<file path="config.mk">
export PLATFORM = sky130hd
export DESIGN_NAME = tick_task_scheduler
export DESIGN_NICKNAME = d
export VERILOG_FILES = /design/src/rtl/tick_task_scheduler.sv
export SDC_FILE = /design/constraint.sdc
export NUM_CORES = 1
export LEC_CHECK = 0
export CORE_MARGIN = 10
export CORE_UTILIZATION = 55
export CTS_BUF_LIST = sky130_fd_sc_hd__clkbuf_4 sky130_fd_sc_hd__clkbuf_8
export CTS_CLUSTER_DIAMETER = 200
export CTS_CLUSTER_SIZE = 8
export DETAILED_ROUTE_END_ITERATION = 10
export PLACE_DENSITY = 0.79
export SLEW_MARGIN = 20
export SYNTH_ARGS = -nofsm -noshare
export SYNTH_HDL_FRONTEND = slang
export SYNTH_SLANG_ARGS = --single-unit
</file>
<file path="constraint.sdc">
create_clock -name CLK -period 2.64 [get_ports CLK]
set_input_delay 0.528 -clock CLK [delete_from_list [all_inputs] [get_ports CLK]]
set_output_delay 0.528 -clock CLK [all_outputs]
set_load 0.005 [all_outputs]
</file>
<file path="src/rtl/tick_task_scheduler.sv">
// Periodic task scheduler: per-slot tick countdowns raise pending requests, and a
// round-robin arbiter hands out one-hot run grants that are held until the matching done.
module tick_task_scheduler #(
   parameter int N_TASKS  = 4,
   parameter int PERIOD_W = 8,
   localparam int SLOT_W  = (N_TASKS > 1) ? $clog2(N_TASKS) : 1
) (
   input  logic                CLK,
   input  logic                RST,
   input  logic                tick,
   input  logic                cfg_we,
   input  logic [SLOT_W-1:0]   cfg_slot,
   input  logic                cfg_enable,
   input  logic [PERIOD_W-1:0] cfg_period,
   input  logic [N_TASKS-1:0]  done,
   input  logic [N_TASKS-1:0]  overrun_clr,
   output logic [N_TASKS-1:0]  run,
   output logic [N_TASKS-1:0]  pending,
   output logic [N_TASKS-1:0]  overrun,
   output logic                busy
);

   typedef enum logic [0:0] {
      IDLE  = 1'b0,
      GRANT = 1'b1
   } state_t;

   state_t                state_q, state_d;
   logic [N_TASKS-1:0]    en_q, en_d;
   logic [N_TASKS-1:0]    pending_q, pending_d;
   logic [N_TASKS-1:0]    overrun_q, overrun_d;
   logic [N_TASKS-1:0]    run_q, run_d;
   logic                  busy_q, busy_d;
   logic [SLOT_W-1:0]     last_grant_q, last_grant_d;
   logic [PERIOD_W-1:0]   reload_q [N_TASKS];
   logic [PERIOD_W-1:0]   reload_d [N_TASKS];
   logic [PERIOD_W-1:0]   cnt_q [N_TASKS];
   logic [PERIOD_W-1:0]   cnt_d [N_TASKS];

   logic [N_TASKS-1:0]    fire_s;
   logic [N_TASKS-1:0]    dis_s;
   logic [N_TASKS-1:0]    eligible_s;
   logic [N_TASKS-1:0]    upper_s;
   logic [N_TASKS-1:0]    cand_s;
   logic [N_TASKS-1:0]    grant_vec_s;
   logic [SLOT_W-1:0]     pick_s;

   // Reload holds eff_period-1 so a zero period behaves as one tick.
   always_comb begin
      en_d   = en_q;
      fire_s = {N_TASKS{1'b0}};
      dis_s  = {N_TASKS{1'b0}};
      for (int i = 0; i < N_TASKS; i++) begin
         reload_d[i] = reload_q[i];
         cnt_d[i]    = cnt_q[i];
         if (cfg_we && (cfg_slot == SLOT_W'(i))) begin
            en_d[i]     = cfg_enable;
            reload_d[i] = (cfg_period == {PERIOD_W{1'b0}}) ? {PERIOD_W{1'b0}}
                                                           : cfg_period - PERIOD_W'(1);
            cnt_d[i]    = reload_d[i];
            dis_s[i]    = ~cfg_enable;
         end else if (tick && en_q[i]) begin
            if (cnt_q[i] == {PERIOD_W{1'b0}}) begin
               fire_s[i] = 1'b1;
               cnt_d[i]  = reload_q[i];
            end else begin
               cnt_d[i]  = cnt_q[i] - PERIOD_W'(1);
            end
         end else begin
            cnt_d[i] = cnt_q[i];
         end
      end
   end

   // Round-robin pick: lowest eligible slot above last_grant, else lowest eligible overall.
   always_comb begin
      eligible_s = pending_q & ~dis_s;
      upper_s    = {N_TASKS{1'b0}};
      for (int i = 0; i < N_TASKS; i++) begin
         upper_s[i] = (SLOT_W'(i) > last_grant_q);
      end
      cand_s = ((eligible_s & upper_s) != {N_TASKS{1'b0}}) ? (eligible_s & upper_s) : eligible_s;
      pick_s = {SLOT_W{1'b0}};
      for (int i = N_TASKS - 1; i >= 0; i--) begin
         pick_s = cand_s[i] ? SLOT_W'(i) : pick_s;
      end
   end

   // Grant handshake plus pending/overrun bookkeeping.
   always_comb begin
      state_d      = state_q;
      run_d        = run_q;
      last_grant_d = last_grant_q;
      grant_vec_s  = {N_TASKS{1'b0}};
      case (state_q)
         IDLE: begin
            if (eligible_s != {N_TASKS{1'b0}}) begin
               grant_vec_s = {{(N_TASKS-1){1'b0}}, 1'b1} << pick_s;
               run_d       = grant_vec_s;
               state_d     = GRANT;
            end else begin
               run_d = {N_TASKS{1'b0}};
            end
         end
         GRANT: begin
            if ((done & run_q) != {N_TASKS{1'b0}}) begin
               for (int i = 0; i < N_TASKS; i++) begin
                  last_grant_d = run_q[i] ? SLOT_W'(i) : last_grant_d;
               end
               run_d   = {N_TASKS{1'b0}};
               state_d = IDLE;
            end else begin
               run_d = run_q;
            end
         end
         default: begin
            run_d   = {N_TASKS{1'b0}};
            state_d = IDLE;
         end
      endcase
      overrun_d = (overrun_q & ~overrun_clr) | (fire_s & pending_q & ~grant_vec_s);
      pending_d = ((pending_q & ~grant_vec_s) | fire_s) & ~dis_s;
      busy_d    = |run_d;
   end

   // All scheduler state and registered outputs.
   always_ff @(posedge CLK or posedge RST) begin
      if (RST) begin
         state_q      <= IDLE;
         en_q         <= {N_TASKS{1'b0}};
         pending_q    <= {N_TASKS{1'b0}};
         overrun_q    <= {N_TASKS{1'b0}};
         run_q        <= {N_TASKS{1'b0}};
         busy_q       <= 1'b0;
         last_grant_q <= SLOT_W'(N_TASKS - 1);
         for (int i = 0; i < N_TASKS; i++) begin
            reload_q[i] <= {PERIOD_W{1'b0}};
            cnt_q[i]    <= {PERIOD_W{1'b0}};
         end
      end else begin
         state_q      <= state_d;
         en_q         <= en_d;
         pending_q    <= pending_d;
         overrun_q    <= overrun_d;
         run_q        <= run_d;
         busy_q       <= busy_d;
         last_grant_q <= last_grant_d;
         for (int i = 0; i < N_TASKS; i++) begin
            reload_q[i] <= reload_d[i];
            cnt_q[i]    <= cnt_d[i];
         end
      end
   end

   assign run     = run_q;
   assign pending = pending_q;
   assign overrun = overrun_q;
   assign busy    = busy_q;

endmodule

</file>
==> impl_metrics.ini, run 1 <==
[routing]
via_count = 4121
drc = 0
drt_iter0_drc = 269
avgViaCountPerCell = 6.08
avgRoutedWirePerCell_um = 16.7
first_pass_iters = 5
ant_nets = 0
drt_wl_total_mm = 11.4

[critical_path]
end_kind = flop
r2r_cells = 7
timing.rr.start = cnt_q[8]
path_cells = inv_1, ha_1, or4b_1, or4_1, a2bb2oi_1, o21ai_0, nand2_1
max_stage_delay_ns = 0.59
worstPathRequired_ns = 2.89
path_class = flop to flop
crit_path_max_fanout = 5
reg2reg_slack_ns = 0.20
critPathArrivalTime_ns = 2.69
start_kind = flop
cpMaxStageDelayCell = or4b_1
worst_r2r_endpoint = cnt_q[11]

[sta]
setup_viol = 0
period_share_pct = 92.4
slew_headroom_pct = 54.9
hold_viol = 0
clock.fmax_mhz = 410
period_minus_slack_ns = 2.44
finalClockSkew_ns = 0.00894
slew_viol_final = 0
rsz0062_at_grt = no
worst_slack_ns = 0.202
timing_worst_slew_pin_value_ns = 0.675

[yosys]
synth_fa_ha_area_share_pct = 2.43
synthMuxAreaShare_pct = 3.40
yosys-top-cells-area = dfrtp_1, nand2_1, o21ai_0, nor2_1, a21oi_1
syn_nets = 554
synth-seq-cells = 84
synth_compound_area_share_pct = 21.7
synth_top_family_by_area = simple AND/OR/NAND/NOR gates
synthTopCellsByCount = dfrtp_1, nand2_1, o21ai_0
ys.flop_type = dfrtp_1
synth-edff-count = 0
syn_area_sq_mm = 0.00464
synth_cell_types = 60
async_flop_share_pct = 100
yosysMostFrequentCell = dfrtp_1
yosysWarnings = 0
synth-xor-area-share_pct = 0.756
synth-simple-area-share_pct = 22.5
yosysTopAreaCell = dfrtp_1
syn_area_per_cell_sq_um = 8.88
synth_top_area_share_pct = 44.3
synth_cells = 522
yosysSeqAreaShare_pct = 45.4

[clock_tree]
tritoncts = yes
clock-sinks = 84
cts_buffers = 9
cts.path.max_buffers = 2
htreeDepth = 3
post_cts_buffers = 0
hold_buffers = 0
cts_resized = 0
clkSlewWorstSetupHoldPaths_ns = 0.09
root_buffer = clkbuf_8
clk_latency_ns = 0.36

[min_path]
min_to = reload_q[8]
hp-start = reload_q[8]
worstHoldPathCells = 2
hp-class = flop to flop

[global_routing]
grt_max_degree = 43
antenna_found_initial = 0
grt_pass1_wl_mm = 19.2
gr-usage-all-layers_pct = 18.1
first_global_vias = 3831
overflow = 0

[die]
die_h_um = 112
initial_core_util_pct = 56.4
ios = 36
dieArea_sq_mm = 0.0125
die_x_um = 112
rows = 33
fp.coreArea_sq_mm = 0.00822

[place]
dp_cells = 662
io_buffers = 35
routabilityCongestion = 0.995
dp_worst_setup_slack_ns = -0.0497
place_hpwl_mm = 8.38

[final_layout]
area_growth_pct = 17.2
fin_cells = 678
layout-drive-gt1-share_pct = 11.5
n_fill_cell = 678
nets = 600
antenna_cells = 0
utilization_pct = 66.1

[pwr]
pwr_density_cell_mw_per_mm2 = 783
p_leak_nw = 2.36
irDropWorstVdd_uv = 351

[run]
cap_violations = 0

[status]
status = complete, no violations
## report_power, final
group / leakage [nW] / switching (mW) / internal [mW] / total, mW
sequential: 1.04 / 0.349 / 1.60 / 1.95
clock: 0.0995 / 0.498 / 0.471 / 0.969
combinational: 1.21 / 0.697 / 0.633 / 1.33
## worst max-delay path by stage
stage                from          to  slack [ns]  cells past startpoint
3_3_place_gp   cfg_enable  overrun[3]       -0.01                      6
2_1_floorplan   cnt_q[16]   cnt_q[18]        0.34                      9
5_1_grt          cnt_q[8]   cnt_q[10]        0.09                      7
4_1_cts         cnt_q[16]   cnt_q[18]        0.25                      7
3_5_place_dp   cfg_enable  overrun[3]       -0.05                      6
6_report         cnt_q[8]   cnt_q[11]        0.20                      7
## sequential cells by signal, summed over array words and instances (netlist names)
name          flops
pending           4
last_grant_q      2
busy              1
en_q              4
overrun           4
run               4
reload_q         32
cnt_q            32
state_q           1
## cell type report
| type | instances | area, sq um | area share [%] |
|---|---|---|---|
| tap | 105 | 131 | 2.42 |
| clock buffer | 10 | 138 | 2.53 |
| sequential | 84 | 2100 | 38.7 |
| multi-input combinational | 392 | 2350 | 43.3 |
| timing repair buffer | 60 | 551 | 10.1 |
| inverter | 21 | 82.6 | 1.52 |
| clock inverter | 6 | 71.3 | 1.31 |
## placed cells by master (no fill, tap or decap), types with 4 or more instances in the layout
cell type	netlist	layout
inv_1	21	20
and2_1	5	5
or4_1	5	5
nor3_1	20	20
clkbuf_8	0	10
o22ai_1	11	11
buf_4	0	24
a31oi_1	7	7
mux2_2	6	6
dfrtp_1	82	82
mux2i_1	6	6
a21o_1	6	6
o221ai_1	5	5
and3_1	4	4
nor2b_1	6	6
o211ai_1	9	9
nand2b_1	9	9
ha_1	9	9
o31ai_1	4	4
a21oi_1	27	27
nand2_1	78	78
nand3_1	12	12
a2bb2oi_1	5	5
a22oi_1	6	6
o21ai_0	52	52
or3_1	7	7
nor2_1	37	37
clkdlybuf4s50_1	0	35
a211oi_1	4	4
## metal layers
| metal | GRT usage (%) | up-vias | wire (um) |
|---|---|---|---|
| li1 | - | 1982 | - |
| met1 | 24.8 | 1974 | 5260 |
| met2 | 27.2 | 146 | 5090 |
| met3 | 4.94 | 19 | 798 |
| met4 | 5.57 | 0 | 204 |
| met5 | 0 | - | 0 |
## through the flow
step,hold slack [ns],power (mW),instance area [sq um],TNS (ns)
2_1_floorplan,0.438,2.85,4640,0
6_report,0.480,4.25,5430,0
3_3_place_gp,0.460,3.22,5220,-0.0135
5_1_grt,0.505,4.52,5430,0
4_1_cts,0.488,4.25,5430,0
3_5_place_dp,0.464,3.28,5220,-0.125
## logic make-up (layout without fill, tap and decap cells)
family | after synthesis | count (layout)
and+or+nand+nor | 208 | 208
AOI/OAI and AO/OA | 157 | 157
DFF | 84 | 84
buffers and inverters | 46 | 97
muxes | 14 | 14
adders and majority gates | 9 | 9
xor gates and xnor gates | 4 | 4
## critical path, delay by kind of cell, from the launching register on
| kind | cells | cell delay, ns |
|---|---|---|
| and+or+nand+nor | 3 | 1.20 |
| AOI/OAI and AO/OA | 2 | 0.37 |
| adders and majority gates | 1 | 0.22 |
| DFF | 1 | 0.43 |
| buffers and inverters | 1 | 0.10 |
Note: power is estimated with default switching activity, not from simulation.
==> run 2: changes to the inputs <==
- CELL_PAD_IN_SITES_DETAIL_PLACEMENT: default -> 1
- CELL_PAD_IN_SITES_GLOBAL_PLACEMENT: default -> 2
- CORE_UTILIZATION: 55 -> 34
- PLACE_DENSITY: 0.79 -> default
- PLACE_DENSITY_LB_ADDON: default -> 0.1
==> run 2 against run 1 <==
Against the previous run:
- count of clock-buffer cells in the layout up 4
- hold slack worse by 0.0029 ns
- power up 0.78%
- sequential cell count unchanged
- maximum frequency up 0.71%
- non-clock buffer count up 13
- register-to-register slack better by 0.02 ns
- global-route usage down 2.4 points
- first-iteration DRC count down 21%
- largest power group unchanged
- sequential share of layout area down 1.2 points
==> impl_metrics.ini, run 2 (synthesized netlist as in run 1, its figures left out) <==
[critical_path]
cpMaxStageDelayCell = or4b_1
end_kind = flop
critPathArrivalTime_ns = 2.68
path_class = flop to flop
r2r_cells = 7
cp.depth = 7
worstPathRequired_ns = 2.90
crit_family = simple AND/OR/NAND/NOR gates
crit_path_max_fanout = 5
path_cells = inv_1, ha_1, or4b_1, or4_1, a2bb2oi_1, o21ai_0, nand2_1
worst-path-buf-inv = 1
start_kind = flop
max_stage_delay_ns = 0.59

[routing]
avgRoutedWirePerCell_um = 18.4
ant_nets = 0
via_count = 4114
drt_wl_total_mm = 14.0
first_pass_iters = 4
drt_iter0_drc = 212
avgViaCountPerCell = 5.39
drc = 0

[final_layout]
area_growth_pct = 20.8
final_common_cell = dfrtp_1
biggestRegsByFlops = cnt_q x32, reload_q x32
nets = 613
layout-drive-gt1-share_pct = 13.7
seq_area_sq_mm = 0.00210
final_cell_area_sq_mm = 0.00560
n_fill_cell = 1567
multi_input_area_sq_mm = 0.00236
layout_common_cells = dfrtp_1, nand2_1, o21ai_0

[clock_tree]
htreeDepth = 3
clk_latency_ns = 0.38
clock-sinks = 84
cts_resized = 0
root_buffer = clkbuf_8
post_cts_buffers = 0
hold_buffers = 0
tritoncts = yes
cts.path.max_buffers = 2
clkSlewWorstSetupHoldPaths_ns = 0.08
cts_buffers = 9

[min_path]
hp-class = flop to flop
worstHoldPathCells = 2

[die]
initial_core_util_pct = 34.9
ios = 36
die_h_um = 137
dieArea_sq_mm = 0.0187
die_x_um = 137
fp.coreArea_sq_mm = 0.0133
rows = 42

[sta]
slew_viol_final = 0
period_minus_slack_ns = 2.42
period_share_pct = 91.7
timing_worst_slew_pin_value_ns = 0.817
finalClockSkew_ns = 0.0125
clock.fmax_mhz = 413
setup_viol = 0
slew_headroom_pct = 45.1
hold_viol = 0
rsz0062_at_grt = no
setup_tns_ns = 0

[global_routing]
gr-usage-all-layers_pct = 15.7
grt_pass1_wl_mm = 23.3
grt_max_degree = 57
overflow = 0
antenna_found_initial = 0
first_global_vias = 4297

[place]
io_buffers = 35
routabilityCongestion = 0.844
place_area_sq_mm = 0.00541
place_hpwl_mm = 10.5

[run]
cap_violations = 0

[pwr]
p_leak_nw = 2.42
report.power.total_mw = 4.28
pwr_density_cell_mw_per_mm2 = 765
irDropWorstVdd_uv = 284

[status]
status = complete, no violations
run 2: cell types whose count changed in the layout (fill, tap and decap cells not counted), moves of 2 or more:
cell / delta
buf_4: +13
clkbuf_4: +3
clkinv_2: +2
clkinvlp_4: -2
inv_6: -2
run 2: worst paths after layout:
path	to	slack (ns)	start
setup / recovery	cnt_q[11]	0.22	cnt_q[8]
hold / removal	reload_q[29]	0.48	reload_q[29]
setup reg to reg	cnt_q[11]	0.22	cnt_q[8]
hold reg to reg	reload_q[29]	0.48	reload_q[29]
max in group asynchronous	reload_q[31]	1.73	RST
min in group asynchronous	reload_q[10]	0.57	RST
run 2: metal layers:
| layer | wire length (um) | track usage, % | vias to the layer above |
|---|---|---|---|
| met5 | 0 | 0 | - |
| met4 | 308 | 6.51 | 0 |
| met1 | 7060 | 21.9 | 2040 |
| met2 | 6230 | 23.5 | 49 |
| met3 | 428 | 2.60 | 18 |
| li1 | - | - | 2007 |
run 2: power by group:
part	internal, mW	switching [mW]
logic	0.664	0.750
clock network	0.424	0.493
registers	1.60	0.351
total	2.69	1.59
run 2: stage by stage:
stage / utilization, % / std cells / hold slack, ns / setup slack, ns
finish: 42.1 / 763 / 0.477 / 0.219
global route: 42.1 / 762 / 0.510 / 0.113
CTS: 42.1 / 762 / 0.485 / 0.228
detailed placement: 40.7 / 746 / 0.463 / -0.0943
global placement: 40.7 / 746 / 0.460 / -0.0572
floorplan: - / 522 / 0.438 / 0.338
run 2: worst register-to-register path, stage by stage (launching register included):
cell and delay (ns):
dfrtp_1 0.42, inv_1 0.10, ha_1 0.23, or4b_1 0.59, or4_1 0.56, a2bb2oi_1 0.17
o21ai_0 0.18, nand2_1 0.07
run 2: layout make-up:
class / instances / share of cell area (%)
sequential: 84 / 37.6
clock inverter: 2 / 0.179
tap: 176 / 3.93
clock buffer: 14 / 3.11
timing repair buffer: 73 / 11.6
antenna: 1 / 0.0447
inverter: 21 / 1.47
multi-input combinational: 392 / 42.1
